[src/rtl/seg7_scan.sv]
// Multiplexed 4-digit hex 7-segment driver with per-frame snapshot of VAL/DP.
// Define SEG7_BLANK_LZ_EN to blank leading zero digits (digit 0 always shown).
module seg7_scan #(
  parameter int unsigned SCAN_DIV = 100000,
  parameter int unsigned CNT_W    = 17
) (
  input  logic        CLK,
  input  logic        RST,
  input  logic [15:0] VAL,
  input  logic [3:0]  DP,
  input  logic        EN,
  output logic [11:0] SEG
);

  logic [CNT_W-1:0] presc_q, presc_d;
  logic [1:0]       idx_q, idx_d;
  logic [15:0]      shval_q, shval_d;
  logic [3:0]       shdp_q, shdp_d;
  logic [11:0]      seg_q, seg_d;
  logic             tick;
  logic             blank;
  logic [3:0]       nib;
  logic [6:0]       glyph;

  function automatic logic [6:0] font(input logic [3:0] n);
    case (n)
      4'h0: font = 7'h40;
      4'h1: font = 7'h79;
      4'h2: font = 7'h24;
      4'h3: font = 7'h30;
      4'h4: font = 7'h19;
      4'h5: font = 7'h12;
      4'h6: font = 7'h02;
      4'h7: font = 7'h78;
      4'h8: font = 7'h00;
      4'h9: font = 7'h10;
      4'hA: font = 7'h08;
      4'hB: font = 7'h03;
      4'hC: font = 7'h46;
      4'hD: font = 7'h21;
      4'hE: font = 7'h06;
      default: font = 7'h0E;
    endcase
  endfunction

  always_comb begin
    tick    = (presc_q == CNT_W'(SCAN_DIV - 1));
    presc_d = tick ? '0 : presc_q + 1'b1;
    idx_d   = tick ? idx_q + 2'd1 : idx_q;
    shval_d = shval_q;
    shdp_d  = shdp_q;
    // Snapshot on the same edge idx wraps 3 -> 0, so a frame never mixes values.
    if (tick && (idx_q == 2'd3)) begin
      shval_d = VAL;
      shdp_d  = DP;
    end
    nib   = shval_q[{idx_q, 2'b00} +: 4];
    blank = 1'b0;
`ifdef SEG7_BLANK_LZ_EN
    blank = (idx_q != 2'd0) && ((shval_q >> {idx_q, 2'b00}) == 16'd0);
`endif
    glyph = blank ? 7'h7F : font(nib);
    if (!EN || tick) seg_d = '1;
    else             seg_d = {~(4'b0001 << idx_q), ~shdp_q[idx_q], glyph};
  end

  always_ff @(posedge CLK or posedge RST) begin
    if (RST) begin
      presc_q <= '0;
      idx_q   <= '0;
      shval_q <= '0;
      shdp_q  <= '0;
      seg_q   <= '1;
    end else begin
      presc_q <= presc_d;
      idx_q   <= idx_d;
      shval_q <= shval_d;
      shdp_q  <= shdp_d;
      seg_q   <= seg_d;
    end
  end

  assign SEG = seg_q;

endmodule

[config.mk]
export PLATFORM = sky130hd
export DESIGN_NAME = seg7_scan
export DESIGN_NICKNAME = d
export VERILOG_FILES = /design/src/rtl/seg7_scan.sv
export SDC_FILE = /design/constraint.sdc
export NUM_CORES = 1
export LEC_CHECK = 0
export CAP_MARGIN = 0
export CORE_MARGIN = 5
export CORE_UTILIZATION = 59
export DETAILED_ROUTE_END_ITERATION = 7
export PLACE_DENSITY = 0.91
export SYNTH_ARGS = -nofsm -noshare
export SYNTH_HDL_FRONTEND = slang
export SYNTH_SLANG_ARGS = --single-unit
[constraint.sdc]
create_clock -name CLK -period 4.2 [get_ports CLK]
set_clock_uncertainty 0.1 [all_clocks]
set_input_delay 0.84 -clock CLK [delete_from_list [all_inputs] [get_ports CLK]]
set_output_delay 0.84 -clock CLK [all_outputs]
set_load 0.005 [all_outputs]
### Word-level counts from Yosys, hierarchy flattened

Memory sizes are Yosys's and may differ from the RTL's.
Index checks and enable logic that the tools add are counted.
Widths: inputs -> output; s select.

| cells by class | value |
|---|---|
| $add $sub $neg | 2 |
| $mul | 0 |
| div/mod/pow operators | 0 |
| $lt $le $gt $ge | 1 |
| equal/unequal tests | 2 |
| shifts and indexed selects | 2 |
| mux-type cells | 4 |
| bitwise gates (word level) | 2 |
| reductions and logical operators | 3 |

Operators with widths:

| kind | number |
|---|---|
| $add 17x1->17 const B | 1 |
| $eq 17x17->1 const B | 1 |
| $mux 17 | 1 |
| $shiftx 16x5->4 | 1 |
| $mux 12 | 1 |
| $not 4->4 | 1 |
| $shl 1x2->4 const A | 1 |
| $lt 2x3->1 const B | 1 |
| $add 2x1->2 const B | 1 |
| $bmux 1 s2 | 1 |
| $eq 2x2->1 const B | 1 |
| $logic_and 1x1->1 | 1 |
| $logic_not 1->1 | 1 |
| $logic_or 1x1->1 | 1 |
| $mux 1 | 1 |
| $not 1->1 | 1 |

| word-level totals | value |
|---|---|
| register bits after elaboration | 51 |
| latch bits | 0 |
| bits in writable memories | 0 |
| bits in read-only memories | 112 |
| input bits | 23 |
| output and inout bits | 12 |
| logic and storage cells | 22 |
| memories kept | 1 |

Memories:

| name | depth | width | rd ports | clocked after Yosys merged registers in | wr ports | RTL line | text |
|---|---|---|---|---|---|---|---|
| (no name shown) | 16 | 7 | 1 | 0 | 0 | 26 | `case (n)` |

### Logic depth before layout (Yosys ltp)

Gate-level depths: netlist of run 1.

| depth | value |
|---|---|
| word-level depth | 4 |
| gate-level depth with buffers | 8 |
| gate-level depth less buffers | 7 |

### Worst setup path before layout of run 1

Ideal clock, no wire load.

| timing path | value |
|---|---|
| path kind | register to register |
| start | register idx_q[0] |
| end | register seg_q[0] (netlist: SEG[0]) |
| library setup time | 0.077 ns |
| arrival time | 2.378 ns |
| required time | 4.023 ns |
| slack | 1.645 ns |
| cell stages (with the launch flop) | 9 |
| path buffers | 1 |
| clock period less this slack | 2.555 ns |
| cells stage by stage | dfrtp_1 > buf_2 > mux4_2 > inv_1 > ha_1 > mux2i_1 > a311o_1 > a311o_1 > a31oi_1 |

| between the ends | value |
|---|---|
| word-level cells in the longest chain between the ends | 3 |

RTL lines:

| what | RTL line | text |
|---|---|---|
| start, declared | 16 | `logic [1:0] idx_q, idx_d;` |
| start signal, assigned | 76 | `idx_q <= idx_d;` |
| $shiftx 16x5->4 | 57 | `nib = shval_q[{idx_q, 2'b00} +: 4];` |
| $mem_v2 16x7 | -- |  |
| $mux 12 | 63 | `if (!EN \|\| tick) seg_d = '1;` |
| via seg_d[0] | 19 | `logic [11:0] seg_q, seg_d;` |
| end signal, assigned | 79 | `seg_q <= seg_d;` |
| end, declared | 19 |  |

The timed path passes the listed nets, and every way through them passes these cells.
A chain may end at the register's enable or synchronous reset.

### Final worst setup path of run 1

Same ends and word-level chain as after synthesis.

==> results of run 1 <==
## state kept, by name, summed over array words and instances (netlist names)
register	flops
idx_q	2
SEG	12
shdp_q	4
shval_q	16
presc_q	17
## worst paths after layout
kind	to	depth (start not counted)	from	slack, ns
max in group asynchronous	shval_q[2]	2	RST	2.37
min	presc_q[0]	1	presc_q[0]	0.40
min in group asynchronous	shdp_q[2]	2	RST	1.00
max	SEG[0]	7	idx_q[0]	1.30
min reg2reg	presc_q[0]	1	presc_q[0]	0.40
max reg2reg	SEG[0]	7	idx_q[0]	1.30
## layer usage
metal | vias to the layer above | part of all wire, % | routed length (µm) | global-route usage (%)
li1 | 787 | - | - | -
met1 | 847 | 43 | 2180 | 24.2
met2 | 50 | 51 | 2590 | 30.1
met3 | 6 | 4.9 | 248 | 3.31
met4 | 0 | 1.4 | 69 | 6.64
met5 | - | 0 | 0 | 0
## metrics by stage
step	hold WS (ns)	setup slack, ns
floorplan	0.348	1.65
global placement	0.375	1.44
detailed placement	0.385	1.33
CTS	0.401	1.28
global route	0.419	1.05
finish	0.402	1.30
## cells by family after synthesis
logic type	count (synthesis)	share of synthesized area, %
flip-flops	51	49.9
AND/OR/NAND/NOR	57	12.3
buffers and inverters	17	3.19
adder cells (fa/ha/maj)	11	5.32
multiplexers	35	20.1
XOR/XNOR	16	5.41
AO/OA/AOI/OAI	13	3.82
## synth_stat cells (4+ instances only)
cell,instances,area [µm²]
dfrtp_1,39,976
dfstp_2,12,315
ha_1,11,138
inv_1,9,33.8
mux2_2,5,56.3
mux2_4,20,300
mux2i_1,4,40.0
mux4_2,5,113
nand2_1,15,56.3
nand3_1,7,35.0
nand4_1,6,37.5
nor2_1,13,48.8
nor4_1,4,25.0
xnor2_1,9,78.8
xor2_1,7,61.3
## cells in the final DEF, fill, tap and decap left out, drive strengths merged, types with 9 or more instances in the layout
master	n
xnor2	9
mux2	26
dfstp	12
nor2	13
dfrtp	39
clkdlybuf4s50	34
inv	9
ha	11
nand2	15
## area by class of cell
type / count / area [µm²] / share of cell area [%]
clock buffer: 7 / 76.3 / 2.49
tap: 52 / 65.1 / 2.12
timing repair buffer: 36 / 355 / 11.6
inverter: 9 / 33.8 / 1.10
clock inverter: 1 / 30.0 / 0.979
multi-input combinational: 132 / 1210 / 39.6
sequential: 51 / 1290 / 42.1
## critical path, cell delays in order, from the launching register on
cell	delay [ns]
dfrtp_1	0.68
mux4_2	0.65
inv_1	0.17
ha_1	0.29
mux2i_1	0.12
a311o_1	0.37
a311o_1	0.29
a31oi_1	0.17
## power groups by stage
stage	clock network, W	registers (W)	logic, W
2_1_floorplan	0	0.000528	0.0000505
3_3_place_gp	0	0.000530	0.0000925
3_5_place_dp	0	0.000531	0.0000958
4_1_cts	0.000335	0.000522	0.0000969
5_1_grt	0.000356	0.000524	0.000105
6_report	0.000332	0.000522	0.0000963
==> results.txt, run 1 <==
* Most used flip-flop cell after synthesis: dfrtp_1
- Row cnt: 24
* Startpoint class of the critical path: flop
- CTS tree: built
- Antenna Violating Nets Remaining: 0
- Final wirelength: 5.08 mm
- Fin area: around 3100 µm²
- The number of max-slew violations in the final report was 0.
- In the routed design, unresolved DRC markers number 0.
- Die Span X: 76.2 µm
- In the final layout, the share of cells above drive strength 1 is 22.5%.
* Post-layout power: 0.000951 W
* Relative contribution of the clock network to total power: 34.9%
- In the synthesized netlist the async set-or-reset flop fraction comes to between 90% and 100%.
- Core region area: roughly 4300 µm²
- Classification of the worst setup path: reg2reg
- Gate count after technology mapping: 200
* WP data arrival: 3.03 ns
* Number of buffers created by CTS: 5
- Syn_area_per_cell: 12.9 µm²
- After routing, the total negative slack on setup checks comes to 0 ns.
- Starting utilization of the core area: 60.3%
- The final layout contains 269 nets.
- Combinational share of power: 10.1%
- For this design the top-level I/O count stands at 35.
* Switching power summed over all nets: 0.000203 W
- In this run the power density over the cells is 310 nW/µm².
- Critical path endpoint category: flop
- Post-CTS setup-driven buffer insertion count: 0
- Run status: finished clean
* Global router's overall resource usage: 18.3%
- Summed over all cells, the static leakage comes to 1.34 nW.
* Path category of the worst min-delay check: reg2reg
- Dpl cells: 280
* Number of storage elements in the synthesis netlist: 51
- Unrepaired setup endpoints after global routing: false
- Sequential cell fraction of total power: 54.9%
* Worst vdd rail ir drop: between 200 and 250 µV
- Relative to the synthesized area, the layout overhead comes to 18.5%.
* Sequential area share after synthesis: 49.9%
- Largest fanout on the critical path: 12
- Standard cell area after detailed placement: 2960 µm²
- Max Clk Rate: 345 MHz
* Die Area: 5810 µm²
* Cell area after synthesis: approximately 2600 µm²
* Fill cell count: 280
- Of the total power, the share spent switching nets is 21.3%.
- Once layout is complete, the utilization of the core stands at 71.4%.
- Final setup violation count: 0
* Largest net degree at the start of global routing: 52
* Die Span Y: between 70 and 80 µm
- Yosys warning total: 0
- Weighted congestion at the end of routability-driven global placement: just under 0.9
- The number of antenna violations at the first check in global routing was 0.
- Internal power comes to around 0.00075 W.
* H-tree depth: 2
- Clock Root Buffer: clkbuf_8
- The final critical path takes up 69.1% of the cycle.
- After clock tree synthesis, the clock-pin slew on the worst setup and hold paths is approximately 0.09 ns.
- In the routed layout, each cell is associated on average with a via count of 5.87.
- Counting every sink on the clock net gives 51.
- For the pin with the worst max-slew slack, the measured transition is 1.02 ns.
* DP Wirelength: 3.57 mm
- Time the worst path needs with I/O delays and setup: 2.90 ns
- At the worst endpoint, the required time is 4.33 ns.
- Synth Net Count: 234
- Count of endpoints failing hold in the final timing report: 0
- The first global-routing pass estimated ~8.6 mm of wire.
- Number of global-route vias before repair: 1715
- Worst slew margin relative to its limit: 31.6%
* Total of max-cap violations: 0
- Detailed routing inserted a total of about 1700 vias.
* Buffers from clock root to sink, at most: 2
- Count of cells resized by post-cts repair: 0
* Number of distinct library cells after synthesis: 36
* I/O Buffers: 34
- Avg WL per Cell: 17.7 µm
- The pre-antenna-repair detailed-routing pass consisted of 5 iterations.
- EDFF count, synth: 0
* Congestion Overflow GR: 0
- Detailed router's first-iteration violation count: 154
- 0 antenna diodes ended up in the layout.
- # hold bufs at CTS: 0
- The finished layout holds 288 standard cells, fillers aside.
- Insertion delay of the later-clocked pin in the worst-skew pair: roughly 0.30 ns
No activity file was read; power rests on OpenSTA's default activity.
==> run 2, diff against run 1 <==
CORE_UTILIZATION = 54   (was 59)
PLACE_DENSITY = 0.85   (was 0.91)
clock period = 2.9 ns   (was 4.2 ns; I/O delays follow)
==> run 2 against run 1 <==
  * Clock power up 30%
  * Combinational power up 45%
  * Maximum frequency up 8.8%
  * Cell count up 2.1%
  * Total power up 40%
  * Critical endpoint unchanged
==> results.txt, run 2 (synthesis gave the netlist of run 1 again) <==
- Run status: finished clean
- The worst setup path is launched from a flop.
- The total power came to 0.00133 W (+40%).
- Min Hold Slack: 0.390 ns (-0.0115 ns)
- The total number of placement rows was 25 (+4.2%).
- The height of the die came to 79.2 µm (+3.9%).
- The final design utilization was 65.9% (-5.5 points).
- The global-route wire length before repair came to 8.22 mm (-3.9%).
- The deepest clock path buffer count is 2 (unchanged).
* Congestion Overflow GR: 0 (unchanged)
* Largest fanout on the critical path: 7 (-5)
- Clock tree synthesis selected as its root buffer the cell clkbuf_8.
- The number of sinks handled by clock tree synthesis is 51 (unchanged).
* Avg WL per Cell: 16.2 µm (-8.1%)
- Largest net degree at the start of global routing: 31 (-40%)
- The fraction of final layout cells with drive strength greater than 1 was 24.2% (+1.7 points).
- # hold bufs at CTS: 0 (unchanged)
* Non-filler cells in the finished layout: 294 (+2.1%)
- The shortest clock period the worst path allows after layout came to 2.67 ns (-0.235 ns).
- CTS tree: built
- Final wirelength: 4.77 mm (-6.2%)
- DP Wirelength: 3.54 mm (-1.1%)
- Dpl cells: 286 (+2.1%)
- Following the worst setup path forward leads to its endpoint at SEG[0].
- The number of H-tree branching levels came to 2 (unchanged).
* Residual DRC: 0 (unchanged)
* Vias per cell: 5.72 (-2.4%)
- Number of I/O pins: 35 (unchanged)
- Antenna violations before repair: 0 (unchanged)
- The register with the most flip-flops in the final layout is presc_q.
- Total negative setup slack: 0 ns (unchanged)
- Unrepaired setup endpoints after global routing: false
* Critical path endpoint category: flop
- The total vias in the final route was 1683 (-0.41%).
* Crit path required time: 3.02 ns (-1.31 ns)
- The maximum VDD drop came to 245 µV (+16%).
- The number of buffers inserted by port buffering is 34 (unchanged).
* Leading cell type in the layout, fill and taps excluded: dfrtp_1
- The post-CTS clock slew at the launch and capture registers of the worst setup and hold paths came to 0.08 ns (about the same).
- Count of cells along the worst register-to-register path: 7 (unchanged)
* Die Span X: 79.2 µm (+3.9%)
* Final-report max-slew violation count: 0 (unchanged)
- Die Area: 6280 µm² (+8.0%)
- The flop-to-flop setup slack was 0.23 ns (-1.06 ns).
* Number of nets in the layout: 273 (+1.5%)
- The flip-flop count of the largest register after layout came to 17 (unchanged).
- The number of maximum-capacitance violations is 0 (unchanged).
- The final critical-path share of the clock period was 91.9% (+23 points).
- RR Startpoint: idx_q[0]
- Global router's overall resource usage: 16.9% (-1.4 points)
- Path category of the worst min-delay check: reg2reg
* Number of buffers created by CTS: 5 (unchanged)
- The setup path with the least slack is of type reg2reg.
- Leakage component of the power: 1.36 nW (+1.5%)
- The quantity of gates resized following cts is 0 (unchanged).
- Max Clk Rate: 375 MHz (+8.8%)
- Weighted congestion at the end of routability-driven global placement: 0.917 (+3.1%)
- Power density normalized to cell area: 429 nW/µm² (+38%)
- The data arrival time of the worst path is 2.78 ns (-0.25 ns).
- Post-CTS setup-driven buffer insertion count: 0 (unchanged)
- Compared with the post-synthesis result, the final layout area differs by 19.5%.
- The total of endpoints with negative setup slack in the final report is 0 (unchanged).
* Insertion delay of the later-clocked pin in the worst-skew pair: 0.30 ns (about the same)
* Worst slew margin relative to its limit: 58.7% (+27 points)
- The worst register-to-register path ends at SEG[0].
- The total core area is 4690 µm² (+9.3%).
- The detailed-router iteration count before antenna repair was 4 (-1).
- The starting utilization of the core area was 55.2% (-5.1 points).
- Tracing the worst setup path back leads to its startpoint at idx_q[0].
* Detailed router's first-iteration violation count: 134 (-13%)
* Count of endpoints failing hold in the final timing report: 0 (unchanged)
- Number of global-route vias before repair: 1716 (+0.058%)
- Diode insertion count for antenna repair: 0 (unchanged)
- The library cells used most frequently in the layout, excluding fill and tap cells, are dfrtp_1 (39), clkdlybuf4s50_1 (34), mux2_4 (20).
- Transition time at the pin with the least slew margin: 0.619 ns (-0.405 ns)
- The final antenna-violating net count was 0 (unchanged).
[run 2: cell count changes in the layout (fill, tap and decap cells not counted)]
cell / before / now
bufinv_16: 1 / 0
clkbuf_1: 2 / 1
clkbuf_8: 5 / 7
buf_4: 2 / 6
[run 2: how the worst min path moves through the flow]
stage / from / end / slack [ns] / depth (start not counted)
global route: shval_q[12] / shval_q[12] / 0.43 / 1
finish: presc_q[0] / presc_q[0] / 0.39 / 1
detailed placement: presc_q[0] / presc_q[0] / 0.38 / 1
CTS: presc_q[0] / presc_q[0] / 0.39 / 1
floorplan: presc_q[0] / presc_q[0] / 0.35 / 1
global placement: presc_q[0] / presc_q[0] / 0.37 / 1
[run 2: critical path: stages (launching register included)]
cell and delay [ns]:
dfrtp_1 0.51, mux4_2 0.61, inv_1 0.15, ha_1 0.30
mux2i_1 0.11, a311o_1 0.35, a311o_1 0.28, a31oi_1 0.19
[run 2: power by group]
part	leakage [nW]	total (W)	switching (W)	internal, W
Clock	0.0515	0.000432	0.000214	0.000218
Combinational	0.702	0.000140	0.0000551	0.0000846
Sequential	0.611	0.000755	0.0000138	0.000741
Total	1.36	0.00133	0.000283	0.00104
[run 2: area by class of cell]
type                       instances  area (µm²)
fill                             354        1600
sequential                        51        1290
multi-input combinational        132        1210
timing repair buffer              40         385
clock buffer                       8         100
tap                               54        67.6
inverter                           9        33.8
[run 2: per-layer routing]
layer / wire [µm] / global-route usage, % / up-vias
met5: 0 / 0 / -
met2: 2200 / 25.0 / 61
li1: - / - / 787
met4: 104 / 5.50 / 0
met3: 280 / 3.97 / 10
met1: 2180 / 24.5 / 825
[run 2: stage by stage]
step | area [µm²] | setup slack [ns]
3_3_place_gp | 2990 | 0.353
4_1_cts | 3090 | 0.238
3_5_place_dp | 2990 | 0.287
2_1_floorplan | 2590 | 0.345
6_report | 3090 | 0.235
5_1_grt | 3090 | 0.0562
